$ cat src/rtl/core_output_ctrl.sv
// Output de-skew controller: collects skewed per-lane results from the array and emits aligned rows.
// Latency: last missing element presented in cycle c gives out_valid in cycle c+2; one row per cycle sustained.
// Backpressure: out_ready low holds outport/out_valid; lanes keep filling, pushes to full non-popping lanes drop and set overflow.
//
// Ports:
//   clk, rst              : single clock, synchronous active-high reset
//   colvalid, colin       : per-lane result element strobe and data
//   out_valid, out_ready  : registered valid/ready row handoff toward writeback
//   outport               : aligned row, element i from lane i
//   lemptys, lfulls       : per-lane FIFO empty/full, decoded from the lane count
//   overflow              : sticky flag, a push to a full lane was dropped
//   rowcount              : number of rows handed off, wraps at 2^16
module core_output_ctrl #(
  parameter int LANES = 8,
  parameter int DW    = 32,
  parameter int DEPTH = 8
) (
  input  logic                  clk,
  input  logic                  rst,
  input  logic [0:LANES-1]      colvalid,
  input  logic [DW-1:0]         colin [0:LANES-1],
  input  logic                  out_ready,
  output logic                  out_valid,
  output logic [DW-1:0]         outport [0:LANES-1],
  output logic [0:LANES-1]      lemptys,
  output logic [0:LANES-1]      lfulls,
  output logic                  overflow,
  output logic [15:0]           rowcount
);

  localparam int AW = $clog2(DEPTH);
  localparam logic [AW:0] FULLCNT = (AW+1)'(DEPTH);

  logic [DW-1:0] mem [0:LANES-1][0:DEPTH-1];
  logic [AW-1:0] rdp [0:LANES-1];
  logic [AW-1:0] wrp [0:LANES-1];
  logic [AW:0]   cnt [0:LANES-1];

  logic             pop;
  logic [0:LANES-1] push_ok;
  logic [0:LANES-1] push_drop;

  always_comb begin
    lemptys   = '0;
    lfulls    = '0;
    push_ok   = '0;
    push_drop = '0;
    for (int i = 0; i < LANES; i++) begin
      lemptys[i] = (cnt[i] == '0);
      lfulls[i]  = (cnt[i] == FULLCNT);
    end
    // Pop whenever every lane has an element and the output register is free or being drained.
    pop = (&(~lemptys)) && (!out_valid || out_ready);
    for (int i = 0; i < LANES; i++) begin
      // A full lane still accepts a push when it pops in the same cycle.
      push_ok[i]   = colvalid[i] && (!lfulls[i] || pop);
      push_drop[i] = colvalid[i] && lfulls[i] && !pop;
    end
  end

  // Storage carries no reset; validity is tracked entirely by the counts.
  always_ff @(posedge clk) begin
    if (!rst) begin
      for (int i = 0; i < LANES; i++) begin
        if (push_ok[i]) mem[i][wrp[i]] <= colin[i];
      end
    end
  end

  always_ff @(posedge clk) begin
    if (rst) begin
      for (int i = 0; i < LANES; i++) begin
        rdp[i]     <= '0;
        wrp[i]     <= '0;
        cnt[i]     <= '0;
        outport[i] <= '0;
      end
      out_valid <= 1'b0;
      overflow  <= 1'b0;
      rowcount  <= '0;
    end else begin
      for (int i = 0; i < LANES; i++) begin
        if (push_ok[i]) wrp[i] <= wrp[i] + 1'b1;
        if (pop)        rdp[i] <= rdp[i] + 1'b1;
        if (push_ok[i] && !pop)      cnt[i] <= cnt[i] + 1'b1;
        else if (!push_ok[i] && pop) cnt[i] <= cnt[i] - 1'b1;
      end

      if (pop) begin
        for (int i = 0; i < LANES; i++) outport[i] <= mem[i][rdp[i]];
        out_valid <= 1'b1;
      end else if (out_valid && out_ready) begin
        out_valid <= 1'b0;
      end

      if (|push_drop) overflow <= 1'b1;
      if (out_valid && out_ready) rowcount <= rowcount + 16'd1;
    end
  end

endmodule

$ cat config.mk
export PLATFORM = sky130hd
export DESIGN_NAME = core_output_ctrl
export DESIGN_NICKNAME = d
export VERILOG_FILES = /design/src/rtl/core_output_ctrl.sv
export SDC_FILE = /design/constraint.sdc
export NUM_CORES = 2
export LEC_CHECK = 0
export BUFFER_PORTS_ARGS = -buffer_cell sky130_fd_sc_hd__buf_2
export CAP_MARGIN = 20
export CORE_MARGIN = 5
export CORE_UTILIZATION = 55
export DETAILED_ROUTE_END_ITERATION = 12
export GPL_TIMING_DRIVEN = 1
export HOLD_SLACK_MARGIN = 0.05
export PLACE_DENSITY = 0.71
export SKIP_CTS_REPAIR_TIMING = 1
export SYNTH_ARGS = -nofsm -noshare
export SYNTH_HDL_FRONTEND = slang
export SYNTH_SLANG_ARGS = --single-unit
$ cat constraint.sdc
create_clock -name clk -period 14.1 [get_ports clk]
set_clock_uncertainty 0.05 [all_clocks]
set_input_delay 2.82 -clock clk [delete_from_list [all_inputs] [get_ports clk]]
set_output_delay 2.82 -clock clk [all_outputs]
set_load 0.03 [all_outputs]
== Yosys cells after proc, flatten, opt, wreduce, memory -nomap -nowiden ==
Memories as Yosys holds them, arrays and structs flattened.
Cells that the tools add are included.

* Add/subtract/negate cells: 33
* Multiply operators: 0
* Bitwise gates (word level): 49
* Reductions and logical operators: 88
* Shifts and indexed selects: 0
* Magnitude comparators: 24
* Multiplexer cells: 167
* Eq/ne operators: 8
* Divide/modulo/power cells: 0

{| class="wikitable"
|+ Operator list
! cell !! number
|-
| 2-to-1 mux 256 bit || 8
|-
| binary-select mux 32 bit (select 3 bit) || 8
|-
| demux 32 bit (select 3 bit) || 8
|-
| 2-to-1 mux 32 bit || 24
|-
| 2-to-1 mux 1 bit || 87
|-
| greater-or-equal comparator 4 bit, second input constant || 16
|-
| 2-to-1 mux 4 bit || 16
|-
| inverter 3 -> 4 bit || 16
|-
| logical AND 1 bit || 50
|-
| adder 3 x 1 -> 3 bit, second input constant || 16
|-
| 2-to-1 mux 3 bit || 16
|-
| adder 4 x 1 -> 4 bit, second input constant || 8
|-
| equality test 4 bit, second input constant || 8
|-
| logical NOT 4 bit || 8
|-
| < comparator 4 x 1 -> 1 bit, second input constant || 8
|-
| OR 1 bit || 32
|-
| subtractor 4 x 1 -> 4 bit, second input constant || 8
|-
| logical NOT 1 bit || 18
|-
| adder 16 x 1 -> 16 bit, second input constant || 1
|-
| logical OR 1 bit || 9
|-
| inverter 8 bit || 1
|-
| AND reduction 8 bit || 1
|-
| OR reduction 8 bit || 1
|-
| nonzero test 2 bit || 1
|}

* Bits in writable memories: 2128
* Logic and storage cells: 384
* Bits in latches: 0
* Flip-flop bits (word level): 274
* Input port bits: 267
* ROM bits: 0
* Memories: 4

{| class="wikitable"
|+ Memories
! name !! words !! bits a word !! read ports !! clocked after Yosys merged registers in !! write ports !! line !! RTL
|-
| mem || 8 || 256 || 8 || 0 || 8 || 34 || <nowiki>logic [DW-1:0] mem [0:LANES-1][0:DEPTH-1];</nowiki>
|-
| cnt || 8 || 4 || 8 || 0 || 8 || 37 || <nowiki>logic [AW:0] cnt [0:LANES-1];</nowiki>
|-
| rdp || 8 || 3 || 8 || 0 || 8 || 35 || <nowiki>logic [AW-1:0] rdp [0:LANES-1];</nowiki>
|-
| wrp || 8 || 3 || 8 || 0 || 8 || 36 || <nowiki>logic [AW-1:0] wrp [0:LANES-1];</nowiki>
|}

== Longest topological paths before layout ==
* Depth in word-level cells: 13
* Depth in mapped cells: 15
* Mapped depth without buffers: 13

== Worst setup path after synthesis ==
No wires, ideal clock.

* Path kind: input -> register
* From: input port rst
* To: memory mem[1][352] (netlist bit), enable pin
* Setup slack: 6.554 ns
* Arrival time: 6.982 ns
* Stages on the path: 5
* Path through: clkbuf_1 > nand2b_1 > a21o_1 > clkbuf_1 > nor4b_1

{| class="wikitable"
|+ RTL lines
! element !! line !! RTL
|-
| start, declared || 19 || <nowiki>input logic rst,</nowiki>
|-
| end, declared || 34 ||
|}

==> run summary <==
## Die
- number of ports placed on the die boundary: 557
- area of the die: 175,000 um^2
- die boundary height: 418 um
- core region area: 166,000 um^2
- horizontal die dimension: 418 um
- placement row count: 150
- initial core utilization: 55.1%

## Yosys
- syn_area_per_cell: 20.8 um^2
- number of distinct library cells after synthesis: 48
- flop and latch count out of synthesis: 2,402
- most used flip-flop cell after synthesis: sky130_fd_sc_hd__edfxtp_1
- synthesized netlist net count: 4,724
- synthesized instance count: 4,417
- main area contributors after synthesis: sky130_fd_sc_hd__edfxtp_1 70%, sky130_fd_sc_hd__mux4_2 13%, sky130_fd_sc_hd__dfxtp_1 6.0%
- area leader, netlist: sky130_fd_sc_hd__edfxtp_1
- netlist area before placement: 91,800 um^2
- Synth top area share: 69.6%
- Post-synth EDFFs: 2,128
- total number of yosys warnings: 0
- proportion of synthesized chip area in sequential cells: 75.6%
- Post-synth ARST share: 0%

## Power and ir drop
- total power divided by cell area: 192 nW/um^2
- reported leakage power: 0.0347 uW
- overall power consumption: 20,300 uW
- worst voltage drop across the vdd grid: 0.158 mV

## Worst setup path
- critical path peak fanout: 65
- Data required, critical path: 14.53 ns
- CP endpoint kind: flop
- worst setup path category: in2reg
- critical path launch point type: input port
- Reg-to-Reg End: mem[0][366]$_DFFE_PP_
- R2R setup slack: 8.91 ns
- startpoint of the worst register-to-register path: cnt[1][4]$_DFFE_PP_
- Critical Path AT: 6.28 ns
- depth of the worst register-to-register path: 9

## Worst hold path
- Hold Crit Start: outport[68]$_SDFFE_PP0N_
- number of cells traversed by the worst hold path: 2
- endpoint of the worst hold path: outport[68]$_SDFFE_PP0N_
- type of the worst min-delay path: reg2reg

## Route
- average detailed-routed wire length per instance: 25.8 um
- wire length after detailed routing: 193,000 um
- routed via count divided by cell count: 5.86
- initial drt markers: 3,499
- final routed DRC violation total: 0
- Routed Antenna Nets: 0
- via count of the routed design: 43.9k
- Pre-Repair DR Iteration Count: 5

## Place
- DP HPWL: 113,000 um
- Post-Place Cell Area: 97,400 um^2
- placer congestion estimate: 0.755
- number of instances in the placed design: 7,017
- # port buffers: 556

## Timing
- final number of max-transition violations: 0
- hold_ws: 0.447 ns
- Setup Total Neg Slack: 0 ns
- actual transition at the worst max-transition pin: 1.12 ns
- Fin. Hold Viols: 0
- final critical-path required period: 5.86 ns
- worst-case headroom to the max-slew limit: 25.3%
- RSZ-0062 raised after global routing: false
- number of setup violations in the final report: 0
- maximum clock rate: 0.171 GHz
- final worst-path cycle share: 41.5%

## Global routing
- antenna violations before repair: 75
- largest net degree at the start of global routing: 85
- via count of the first global-routing pass: 45.2k
- Overall Global Routing Usage: 22.2%
- global-route wire length before repair: 291,000 um
- grt ovf: 0

## Final layout
- Filler Cells Inserted: 11.2k
- most common cell after layout, fill and taps aside: sky130_fd_sc_hd__edfxtp_1
- number of nets in the layout: 5,361
- top library cells by usage in the layout, fill and taps aside: 2,128 x sky130_fd_sc_hd__edfxtp_1, 556 x sky130_fd_sc_hd__buf_2, 512 x sky130_fd_sc_hd__mux4_2
- Final Instance Area: 105,000 um^2
- Area Growth Syn to Fin: 14.9%
- layout cells sized above 1: 34.4%
- Layout Cells excl Fill: 7,493

## Status
- run status: finished, final reports clean

## Clocking
- clock tree from TritonCTS: yes
- Max Root-Sink Buffers: 3
- Clock Root Buffer: sky130_fd_sc_hd__clkbuf_16
- Clock Sinks: 2,402
- clk slew on worst S/H paths: 0.06 ns
- number of CTS-inserted buffers: 231
- Skew-Pair Late Insertion Delay: 0.85 ns
- H-tree lvl count: 4

## Flow run
- number of maximum-capacitance constraint violations: 0

stage by stage:
stage | utilization [%] | worst slack (ns)
after floorplan | - | 6.55
after detailed placement | 58.5 | 7.26
after global placement | 58.5 | 7.36
after CTS | 63.2 | 8.20
final | 63.3 | 8.24
after global routing | 63.3 | 8.01
synth_stat cells, drive strengths merged (5+ instances only):
master and n:
edfxtp 2128, mux4 512, nor2 330, dfxtp 274
mux2i 258, a211oi 257, buf 137, clkbuf 131
nor3 49, inv 39, ha 33, xnor2 29
nand2 27, nor4b 25, nor4 20, nand2b 17
xor2 17, nand3 16, nand3b 12, a21o 11
a21oi 11, o21ai 11, nand4 8, or3 8
fa 7, nor2b 7, o41ai 7, and2 6
nor4bb 6, and3 5
sequential cells by signal, indices dropped and copies added (netlist names):
name       cells
overflow       1
outport      256
rowcount      16
out_valid      1
cnt           32
rdp           24
mem         2048
wrp           24
metal layers:
metal | vias to the layer above | part of all wire [%] | track usage (%) | wire [um]
li1 | 19393 | - | - | -
met4 | 24 | 3.2 | 7.23 | 6240
met2 | 1056 | 52 | 38.1 | 101000
met5 | - | 0.076 | 0 | 146
met3 | 379 | 4.5 | 3.80 | 8710
met1 | 23031 | 40 | 29.2 | 77300
report_power, final:
group / internal [uW] / total, uW / leakage (uW) / switching (uW)
Combinational: 1950 / 5190 / 0.00932 / 3240
Clock: 3650 / 6250 / 0.00377 / 2600
Sequential: 8450 / 8820 / 0.0216 / 371
cell families (layout without fill, tap and decap cells):
| logic type | after synthesis | in the layout | synth area share, % |
|---|---|---|---|
| simple gates | 543 | 543 | 2.82 |
| buf+inv | 307 | 1152 | 1.54 |
| flops | 2402 | 2402 | 75.6 |
| compound gates | 306 | 306 | 3.56 |
| mux | 773 | 773 | 15.4 |
| xor+xnor | 46 | 46 | 0.439 |
| other cells | 0 | 27 | 0 |
| fa+ha+maj | 40 | 40 | 0.603 |
worst max-delay path by stage:
stage	start	endpoint	slack, ns	cells after the start
floorplan	rst	mem[1][352]$_DFFE_PP_	6.55	5
global placement	out_ready	mem[0][396]$_DFFE_PP_	7.36	7
detailed placement	out_ready	mem[0][396]$_DFFE_PP_	7.26	7
CTS	out_ready	mem[0][366]$_DFFE_PP_	8.20	7
global route	out_ready	mem[0][398]$_DFFE_PP_	8.01	7
finish	out_ready	mem[0][366]$_DFFE_PP_	8.24	7
final cells by class:
type | instances | area [um^2] | share of cell area (%)
tap | 2204 | 2760 | 2.62
inverter | 39 | 146 | 0.139
clock inverter | 136 | 1530 | 1.45
sequential | 2402 | 69400 | 65.8
multi-input combinational | 1708 | 21500 | 20.4
antenna | 27 | 67.6 | 0.0641
clock buffer | 305 | 6230 | 5.91
timing repair buffer | 672 | 3840 | 3.65
critical path, cell delays in order:
cell and delay (ns):
sky130_fd_sc_hd__buf_2 0.14, sky130_fd_sc_hd__nand2b_1 0.36, sky130_fd_sc_hd__and3_4 0.80, sky130_fd_sc_hd__buf_4 0.83, sky130_fd_sc_hd__o21ai_2 0.43, sky130_fd_sc_hd__nor4b_2 0.34, sky130_fd_sc_hd__buf_4 0.51
Note: power is estimated with default switching activity, not from simulation.
